## config.mk

```make
export PLATFORM = sky130hd
export DESIGN_NAME = mem_slice_flat
export DESIGN_NICKNAME = d
export VERILOG_FILES = /design/src/rtl/mem_pkg.sv /design/src/rtl/mem_slice_if.sv /design/src/rtl/branch_unit.sv /design/src/rtl/mem_slice.sv /design/src/flat_wrapper.sv
export SDC_FILE = /design/constraint.sdc
export NUM_CORES = 1
export LEC_CHECK = 0
export BUFFER_PORTS_ARGS = -buffer_cell sky130_fd_sc_hd__buf_4
export CAP_MARGIN = 5
export CORE_AREA = 4 4 122 124
export DETAILED_ROUTE_END_ITERATION = 6
export DIE_AREA = 0 0 126 128
export PLACE_DENSITY_LB_ADDON = 0.08
export SLEW_MARGIN = 20
export SYNTH_ARGS = -nofsm -noshare
export SYNTH_HDL_FRONTEND = slang
export SYNTH_SLANG_ARGS = --single-unit
```

## constraint.sdc

```tcl
create_clock -name clk -period 2.54 [get_ports clk]
set_clock_uncertainty 0.2 [all_clocks]
set_input_delay 0.254 -clock clk [delete_from_list [all_inputs] [get_ports clk]]
set_output_delay 0.254 -clock clk [all_outputs]
set_load 0.05 [all_outputs]
```

## src/rtl/mem_pkg.sv

```systemverilog
// mem_pkg: shared types and field indices for the MEM stage slice.
// Branch condition codes, M-bundle bit positions, flag positions, FSM states.
package mem_pkg;

    typedef enum logic [2:0] {
        NE = 3'b000,
        EQ = 3'b001,
        GT = 3'b010,
        LT = 3'b011,
        GE = 3'b100,
        LE = 3'b101,
        OV = 3'b110,
        UN = 3'b111
    } bcond_t;

    localparam int M_RD = 0;
    localparam int M_WR = 1;
    localparam int M_BR = 2;

    localparam int F_ZR  = 2;
    localparam int F_NEG = 1;
    localparam int F_OV  = 0;

    typedef enum logic {
        IDLE = 1'b0,
        BUSY = 1'b1
    } state_t;

endpackage

```

## src/rtl/mem_slice_if.sv

```systemverilog
// mem_slice_if: req/ack data-memory port between the MEM stage and memory.
// master = MEM stage, slave = memory.
interface mem_slice_if #(
    parameter int DW = 16
);
    logic          mem_req;
    logic          mem_we;
    logic [DW-1:0] mem_addr;
    logic [DW-1:0] mem_wdata;
    logic [DW-1:0] mem_rdata;
    logic          mem_ack;

    modport master (
        output mem_req,
        output mem_we,
        output mem_addr,
        output mem_wdata,
        input  mem_rdata,
        input  mem_ack
    );

    modport slave (
        input  mem_req,
        input  mem_we,
        input  mem_addr,
        input  mem_wdata,
        output mem_rdata,
        output mem_ack
    );
endinterface

```

## src/rtl/branch_unit.sv

```systemverilog
// branch_unit: evaluates a branch condition code against {zr,neg,ov}.
// Purely combinational.
module branch_unit
    import mem_pkg::*;
(
    input  logic [2:0] bcond_i,
    input  logic [2:0] flags_i,
    output logic       cond_true_o
);

    logic zr;
    logic neg;
    logic ov;

    assign zr  = flags_i[F_ZR];
    assign neg = flags_i[F_NEG];
    assign ov  = flags_i[F_OV];

    // Decode condition code to a taken/not-taken decision
    always_comb begin
        cond_true_o = 1'b0;
        unique case (bcond_t'(bcond_i))
            NE: cond_true_o = ~zr;
            EQ: cond_true_o = zr;
            GT: cond_true_o = ~zr & ~neg;
            LT: cond_true_o = neg;
            GE: cond_true_o = zr | ~neg;
            LE: cond_true_o = zr | neg;
            OV: cond_true_o = ov;
            UN: cond_true_o = 1'b1;
            default: cond_true_o = 1'b0;
        endcase
    end

endmodule

```

## src/rtl/mem_slice.sv

```systemverilog
// mem_slice: MEM pipeline stage - stage register, flag register, branch
// resolution, req/ack memory FSM and MEM/WB register. Option: MEM_TIMEOUT_EN.
module mem_slice
    import mem_pkg::*;
#(
    parameter int DW          = 16,
    parameter int TIMEOUT_CYC = 255
) (
    input  logic          clk,
    input  logic          rst,
    input  logic [1:0]    WB_in,
    input  logic [2:0]    M_in,
    input  logic [DW-1:0] addr,
    input  logic [DW-1:0] data,
    input  logic [DW-1:0] result,
    input  logic [2:0]    flags_in,
    input  logic [2:0]    flags_we,
    input  logic [DW-1:0] PCbranch,
    input  logic [2:0]    bcond,
    input  logic          ex_valid,
    mem_slice_if.master   mem,
    output logic          stall,
    output logic          taken,
    output logic [DW-1:0] PCtarget,
    output logic [2:0]    flags,
    output logic [1:0]    WB,
    output logic [DW-1:0] wb_data,
    output logic          wb_valid,
    output logic          mem_err
);

    logic          valid_q;
    logic [1:0]    wb_q;
    logic [2:0]    m_q;
    logic [DW-1:0] addr_q;
    logic [DW-1:0] data_q;
    logic [DW-1:0] result_q;
    logic [DW-1:0] pcbr_q;
    logic [2:0]    bcond_q;
    logic [2:0]    flags_q;

    state_t        state_q;
    state_t        state_d;

    logic [1:0]    wbo_q;
    logic [DW-1:0] wbd_q;
    logic          wbv_q;

    logic          cond_true;
    logic          is_mem;
    logic          is_ld;
    logic          req;
    logic          abort;
    logic          tmo_hit;

    branch_unit u_branch (
        .bcond_i     (bcond_q),
        .flags_i     (flags_q),
        .cond_true_o (cond_true)
    );

    // Branches never touch memory; RD+WR together behaves as a write
    assign is_mem = valid_q & ~m_q[M_BR] & (m_q[M_RD] | m_q[M_WR]);
    assign is_ld  = m_q[M_RD] & ~m_q[M_WR] & ~m_q[M_BR];

    assign taken    = valid_q & m_q[M_BR] & cond_true;
    assign PCtarget = pcbr_q;
    assign flags    = flags_q;

    assign mem.mem_req   = req;
    assign mem.mem_we    = req & m_q[M_WR];
    assign mem.mem_addr  = req ? addr_q : '0;
    assign mem.mem_wdata = req ? data_q : '0;

    assign WB       = wbo_q;
    assign wb_data  = wbd_q;
    assign wb_valid = wbv_q;

`ifdef MEM_TIMEOUT_EN
    localparam int CW = $clog2(TIMEOUT_CYC + 1);

    logic [CW-1:0] cnt_q;
    logic          err_q;

    assign tmo_hit = (cnt_q == CW'(TIMEOUT_CYC - 1));
    assign mem_err = err_q;

    // Count BUSY cycles without ack; remember any abort until reset
    always_ff @(posedge clk) begin
        if (!rst) begin
            cnt_q <= '0;
            err_q <= 1'b0;
        end else begin
            if (state_q == BUSY && !mem.mem_ack)
                cnt_q <= cnt_q + 1'b1;
            else
                cnt_q <= '0;
            err_q <= err_q | abort;
        end
    end
`else
    assign tmo_hit = 1'b0;
    assign mem_err = 1'b0;

    if (TIMEOUT_CYC < 1) begin : g_tmo_range
    end
`endif

    // Memory handshake next-state and stall generation
    always_comb begin
        state_d = state_q;
        req     = 1'b0;
        stall   = 1'b0;
        abort   = 1'b0;
        unique case (state_q)
            IDLE: begin
                if (is_mem) begin
                    req = 1'b1;
                    if (!mem.mem_ack) begin
                        state_d = BUSY;
                        stall   = 1'b1;
                    end
                end
            end
            BUSY: begin
                req = 1'b1;
                if (mem.mem_ack) begin
                    state_d = IDLE;
                end else if (tmo_hit) begin
                    state_d = IDLE;
                    abort   = 1'b1;
                end else begin
                    stall = 1'b1;
                end
            end
            default: state_d = IDLE;
        endcase
    end

    // FSM state register
    always_ff @(posedge clk) begin
        if (!rst) state_q <= IDLE;
        else      state_q <= state_d;
    end

    // Stage register: load EX bundle unless stalled; squash on taken
    always_ff @(posedge clk) begin
        if (!rst) begin
            valid_q  <= 1'b0;
            wb_q     <= '0;
            m_q      <= '0;
            addr_q   <= '0;
            data_q   <= '0;
            result_q <= '0;
            pcbr_q   <= '0;
            bcond_q  <= '0;
        end else if (!stall) begin
            valid_q  <= ex_valid & ~taken;
            wb_q     <= WB_in;
            m_q      <= M_in;
            addr_q   <= addr;
            data_q   <= data;
            result_q <= result;
            pcbr_q   <= PCbranch;
            bcond_q  <= bcond;
        end
    end

    // Architectural flags: per-bit update from a real, unsquashed capture
    always_ff @(posedge clk) begin
        if (!rst)
            flags_q <= '0;
        else if (!stall && ex_valid && !taken)
            flags_q <= (flags_q & ~flags_we) | (flags_in & flags_we);
    end

    // MEM/WB register: instruction leaving MEM; bubble while stalled
    always_ff @(posedge clk) begin
        if (!rst) begin
            wbv_q <= 1'b0;
            wbo_q <= '0;
            wbd_q <= '0;
        end else if (stall) begin
            wbv_q <= 1'b0;
        end else begin
            wbv_q <= valid_q & ~abort;
            wbo_q <= wb_q;
            wbd_q <= is_ld ? mem.mem_rdata : result_q;
        end
    end

endmodule

```

## src/flat_wrapper.sv

```systemverilog
// flat-port wrapper written by rule: the top's interface ports become plain ports
module mem_slice_flat import mem_pkg::*;
#(
    parameter int DW          = 16,
    parameter int TIMEOUT_CYC = 255
)
  (clk, rst, WB_in, M_in, addr, data, result, flags_in, flags_we, PCbranch, bcond, ex_valid, stall, taken, PCtarget, flags, WB, wb_data, wb_valid, mem_err, mem_mem_req, mem_mem_we, mem_mem_addr, mem_mem_wdata, mem_mem_rdata, mem_mem_ack);
  mem_slice_if #(.DW(DW)) mem_i ();
  input  logic clk;
  input  logic rst;
  input  logic [1:0] WB_in;
  input  logic [2:0] M_in;
  input  logic [DW-1:0] addr;
  input  logic [DW-1:0] data;
  input  logic [DW-1:0] result;
  input  logic [2:0] flags_in;
  input  logic [2:0] flags_we;
  input  logic [DW-1:0] PCbranch;
  input  logic [2:0] bcond;
  input  logic ex_valid;
  output logic stall;
  output logic taken;
  output logic [DW-1:0] PCtarget;
  output logic [2:0] flags;
  output logic [1:0] WB;
  output logic [DW-1:0] wb_data;
  output logic wb_valid;
  output logic mem_err;
  output wire logic [$bits(mem_i.mem_req)-1:0] mem_mem_req;
  output wire logic [$bits(mem_i.mem_we)-1:0] mem_mem_we;
  output wire logic [$bits(mem_i.mem_addr)-1:0] mem_mem_addr;
  output wire logic [$bits(mem_i.mem_wdata)-1:0] mem_mem_wdata;
  input wire logic [$bits(mem_i.mem_rdata)-1:0] mem_mem_rdata;
  input wire logic [$bits(mem_i.mem_ack)-1:0] mem_mem_ack;
  assign mem_mem_req = mem_i.mem_req;
  assign mem_mem_we = mem_i.mem_we;
  assign mem_mem_addr = mem_i.mem_addr;
  assign mem_mem_wdata = mem_i.mem_wdata;
  assign mem_i.mem_rdata = mem_mem_rdata;
  assign mem_i.mem_ack = mem_mem_ack;
  mem_slice #(.DW(DW), .TIMEOUT_CYC(TIMEOUT_CYC)) u_core (.clk(clk), .rst(rst), .WB_in(WB_in), .M_in(M_in), .addr(addr), .data(data), .result(result), .flags_in(flags_in), .flags_we(flags_we), .PCbranch(PCbranch), .bcond(bcond), .ex_valid(ex_valid), .mem(mem_i), .stall(stall), .taken(taken), .PCtarget(PCtarget), .flags(flags), .WB(WB), .wb_data(wb_data), .wb_valid(wb_valid), .mem_err(mem_err));
endmodule
```

Word level (Yosys, flattened, before mapping):

Index checks and enable logic that the tools add are counted.

* add/sub/neg operators: 0
* multiply operators: 0
* div/mod/pow operators: 0
* magnitude comparators: 0
* equal/unequal tests: 7
* shift operators: 0
* multiplexer cells: 9
* bitwise gates (word level): 23
* reduce and logical (&&, ||, !) cells: 6

Operator list (count)
* 16-bit two-way mux: 3
* 3-bit == test, second input constant: 4
* 1-bit bitwise AND: 9
* 1-bit one-hot mux with 8 select lines: 1
* 1-bit inverter: 7
* 3-bit bitwise AND: 2
* 3-bit by 2-bit == test with 1-bit output, second input constant: 2
* 1-bit one-hot mux with 2 select lines: 2
* 3-bit by 1-bit == test with 1-bit output, second input constant: 1
* 3-bit zero test: 1
* 1-bit two-way mux: 3
* 3-bit inverter: 1
* 1-bit bitwise OR: 3
* 3-bit bitwise OR: 1
* 1-bit logical AND: 2
* 1-bit zero test: 2
* 2-bit OR reduction: 1

* bits in registers: 96
* latch bits: 0
* memory bits (writable): 0
* ROM bits: 0
* input bits: 98
* output and inout port bits: 75
* logic and storage cells: 58
* memories: 0

Depth between registers and ports, before layout:

* depth in word-level cells: 8
* gate-level depth with buffers: 9
* depth with buffers taken out: 6

Cells and area by module:

Synthesis repeated with hierarchy kept, for this count alone.

* cells, all modules: 479
* area total of the unflattened synthesis: 4312.9 sq um

By module, submodules not included
* mem_slice: instances 1, cells each 468, area an instance 4236.6 sq um, seq. area each 1921.8 sq um
* branch_unit: instances 1, cells each 11, area an instance 76.3 sq um, seq. area each 0.0 sq um

Worst setup path after synthesis:

Ideal clock, no wire load.

* kind: reg-to-reg
* from: register with a tool-made name
* to: register with a tool-made name
* arrival time: 1.934 ns
* required time: 2.195 ns
* path slack: 0.261 ns
* cell stages (with the launch flop): 6
* period minus slack after synthesis: 2.279 ns
* cells stage by stage: dfxtp_1 -> nand2_1 -> and3_1 -> o311a_1 -> o311ai_1 -> o41ai_1

==> qor.yml <==
wl_per_cell_um: 13.36
grt_max_degree: 109
syn_inst: 474
status: "finished clean"
ir_worst_vdd_mv: 0.2664
topRoutingLayerUsed: "met4"
grt_util_all_layers_pct: 14.78
grt_setup_unrepaired: "no"
leakage_uw: 0.003097
powerDensity_nw_per_um2: 583.8
syn_nets: 572
vias: 3878
layout-drive-gt1-share_pct: 28.07
numCtsBuffers: 9
synth_top_area_share_pct: 47.51
route.met3.wl_um: 928
cp_data_required_time_ns: 2.57
cts_sinks: 96
final_area_um2: 6550
avgSynthCellArea_um2: 8.534
async_reset_ff_share_pct: 0
synth_warnings: 0
synth-edff-count: 0
die_h_um: 128
wl_um: 11870
final.setup.tns_ns: 0
antenna_found_initial: 0
synth_ff_type: "dfxtp_1"
hp-class: "input pin to register"
final.setup.worst_slack_ns: 0.1675
die_w_um: 126
relSlewSlack_pct: 62.19
synth_seq_cells: 96
end_kind: "register"
fin_nets: 802
dpl_cell_area_um2: 5458
period_share_pct: 93.40
synthToLayoutAreaGrowth_pct: 61.92
min_period_ns: 2.372
die_area_um2: 16130
slew_viol_final: 0
diodes: 0
synth_top_area_cell: "dfxtp_1"
synth_area_leaders: "dfxtp_1, nand2_1, a21boi_0"
cts.path.max_buffers: 2
clk_pin_slew_worst_paths_ns: 0.06
postCtsSetupBuffers: 0
routed-wl-met2_um: 5399
dp.final_hpwl_um: 7756
overflow: 0
drtIter0Drc: 107
start_util_pct: 29.37
dp.cells: 796
grt_pass1_vias: 3984
drc: 0
crit_type: "register to register"
setup_violations: 0
ys_types: 26
routed_via_density: 4.362
arrival_ns: 2.40
syn_area_um2: 4045
maxCapViolations: 0
grt_pass1_wl_um: 19540
seq_area_frac_synth_pct: 47.51
firstDrtPassIters: 4
worstSetupStartpointType: "register"
worstMarginPinSlew_ns: 0.5672
clockRootBuffer: "clkbuf_16"
core_area_um2: 13770
ios: 173
pre_cts_slack_ns: 0.4426
fmax_mhz: 421.5
io_buffers: 171
worstSkewPairLatency_ns: 0.33
htree_levels: 3
cts_tree: "done"
stdcell_count: 889
hold_violations: 0
wl_met1_um: 5362
postRouteAntennaNets: 0
r2r_setup_slack_ns: 0.17
finalWeightedCongestion: 0.7517
crit_fanout: 8
fp-row-count: 43
registers in the layout, indices dropped and copies added (netlist names), named ones only:
| signal | cells |
|---|---|
| u_core.PCtarget | 16 |
| u_core.addr_q | 16 |
| u_core.data_q | 16 |
| u_core.result_q | 16 |
| u_core.wb_data | 16 |
| u_core.bcond_q | 3 |
| u_core.m_q | 3 |
| u_core.WB | 2 |
| u_core.wb_q | 2 |
| u_core.state_q | 1 |
| u_core.valid_q | 1 |
| u_core.wb_valid | 1 |
logic make-up after synthesis:
logic type	Yosys count	synth area share, %
other cells	1	0.09270
flops	96	47.51
simple gates	214	22.39
compound gates	102	20.54
mux	16	3.959
buf+inv	45	5.505
final cells by class:
| class | instances | area, um2 |
|---|---|---|
| inverter | 7 | 28.78 |
| clock inverter | 2 | 35.03 |
| timing repair buffer | 257 | 2147 |
| multi-input combinational | 333 | 1908 |
| tap | 180 | 225.2 |
| sequential | 96 | 1922 |
| fill | 1404 | 7223 |
| clock buffer | 14 | 284.0 |
synthesized netlist by cell type (all sizes together) (2+ instances only):
master / number
nor2b: 33
buf: 24
mux2i: 16
o211a: 16
clkbuf: 14
o41ai: 3
o311ai: 3
a31oi: 2
or2: 2
inv: 7
a21boi: 75
nand2: 173
and3: 2
dfxtp: 96
per-stage QoR:
step	util, %	power (uW)	hold slack [ns]
finish	47.56	3824	0.01124
global placement	39.63	2332	0.2446
detailed placement	39.63	2342	0.2497
global route	47.56	4015	0.02723
CTS	47.54	3887	0.007319
floorplan	-	2081	0.1903
routing by layer:
| metal | vias up | GRT usage [%] |
|---|---|---|
| met5 | - | 0 |
| met4 | 0 | 5.237 |
| met3 | 10 | 4.708 |
| met2 | 112 | 24.01 |
| met1 | 1750 | 18.54 |
| li1 | 2006 | - |
worst paths after layout:
kind / from / end / depth (start not counted)
worst min register to register: u_core.data_q[0] / u_core.data_q[0] / 2
worst max register to register: register / register / 6
worst min-delay path: addr[6] / u_core.addr_q[6] / 3
worst max-delay path: register / register / 6
placed cells by master, fill, tap and decap left out, types with 6 or more instances in the layout:
| master | n |
|---|---|
| a21boi_0 | 75 |
| buf_4 | 178 |
| clkbuf_16 | 9 |
| dfxtp_1 | 96 |
| dlygate4sd3_1 | 77 |
| inv_1 | 6 |
| mux2i_1 | 16 |
| nand2_1 | 173 |
| nor2b_1 | 33 |
| o211a_1 | 16 |
power breakdown:
group | switching, uW | leakage, uW | internal (uW)
Sequential | 52.3 | 0.000797 | 1600
Clock | 558 | 0.000159 | 870
Combinational | 393 | 0.00214 | 347
critical path: stages, from the launching register on:
cell and delay [ns]:
dfxtp_1 0.41, nand2_1 0.09, and3_1 0.18, o311a_1 0.39
o311ai_1 0.31, o41ai_1 0.12, dlygate4sd3_1 0.56
what timing repair did:
action | 4_1_cts | 5_1_grt
hold buffers | 77 | 0
resized for setup | 0 | 2
endpoints found under the setup margin | 0 | 2
hold endpoints to repair | 74 | 0
No activity file was read; power rests on OpenSTA's default activity.
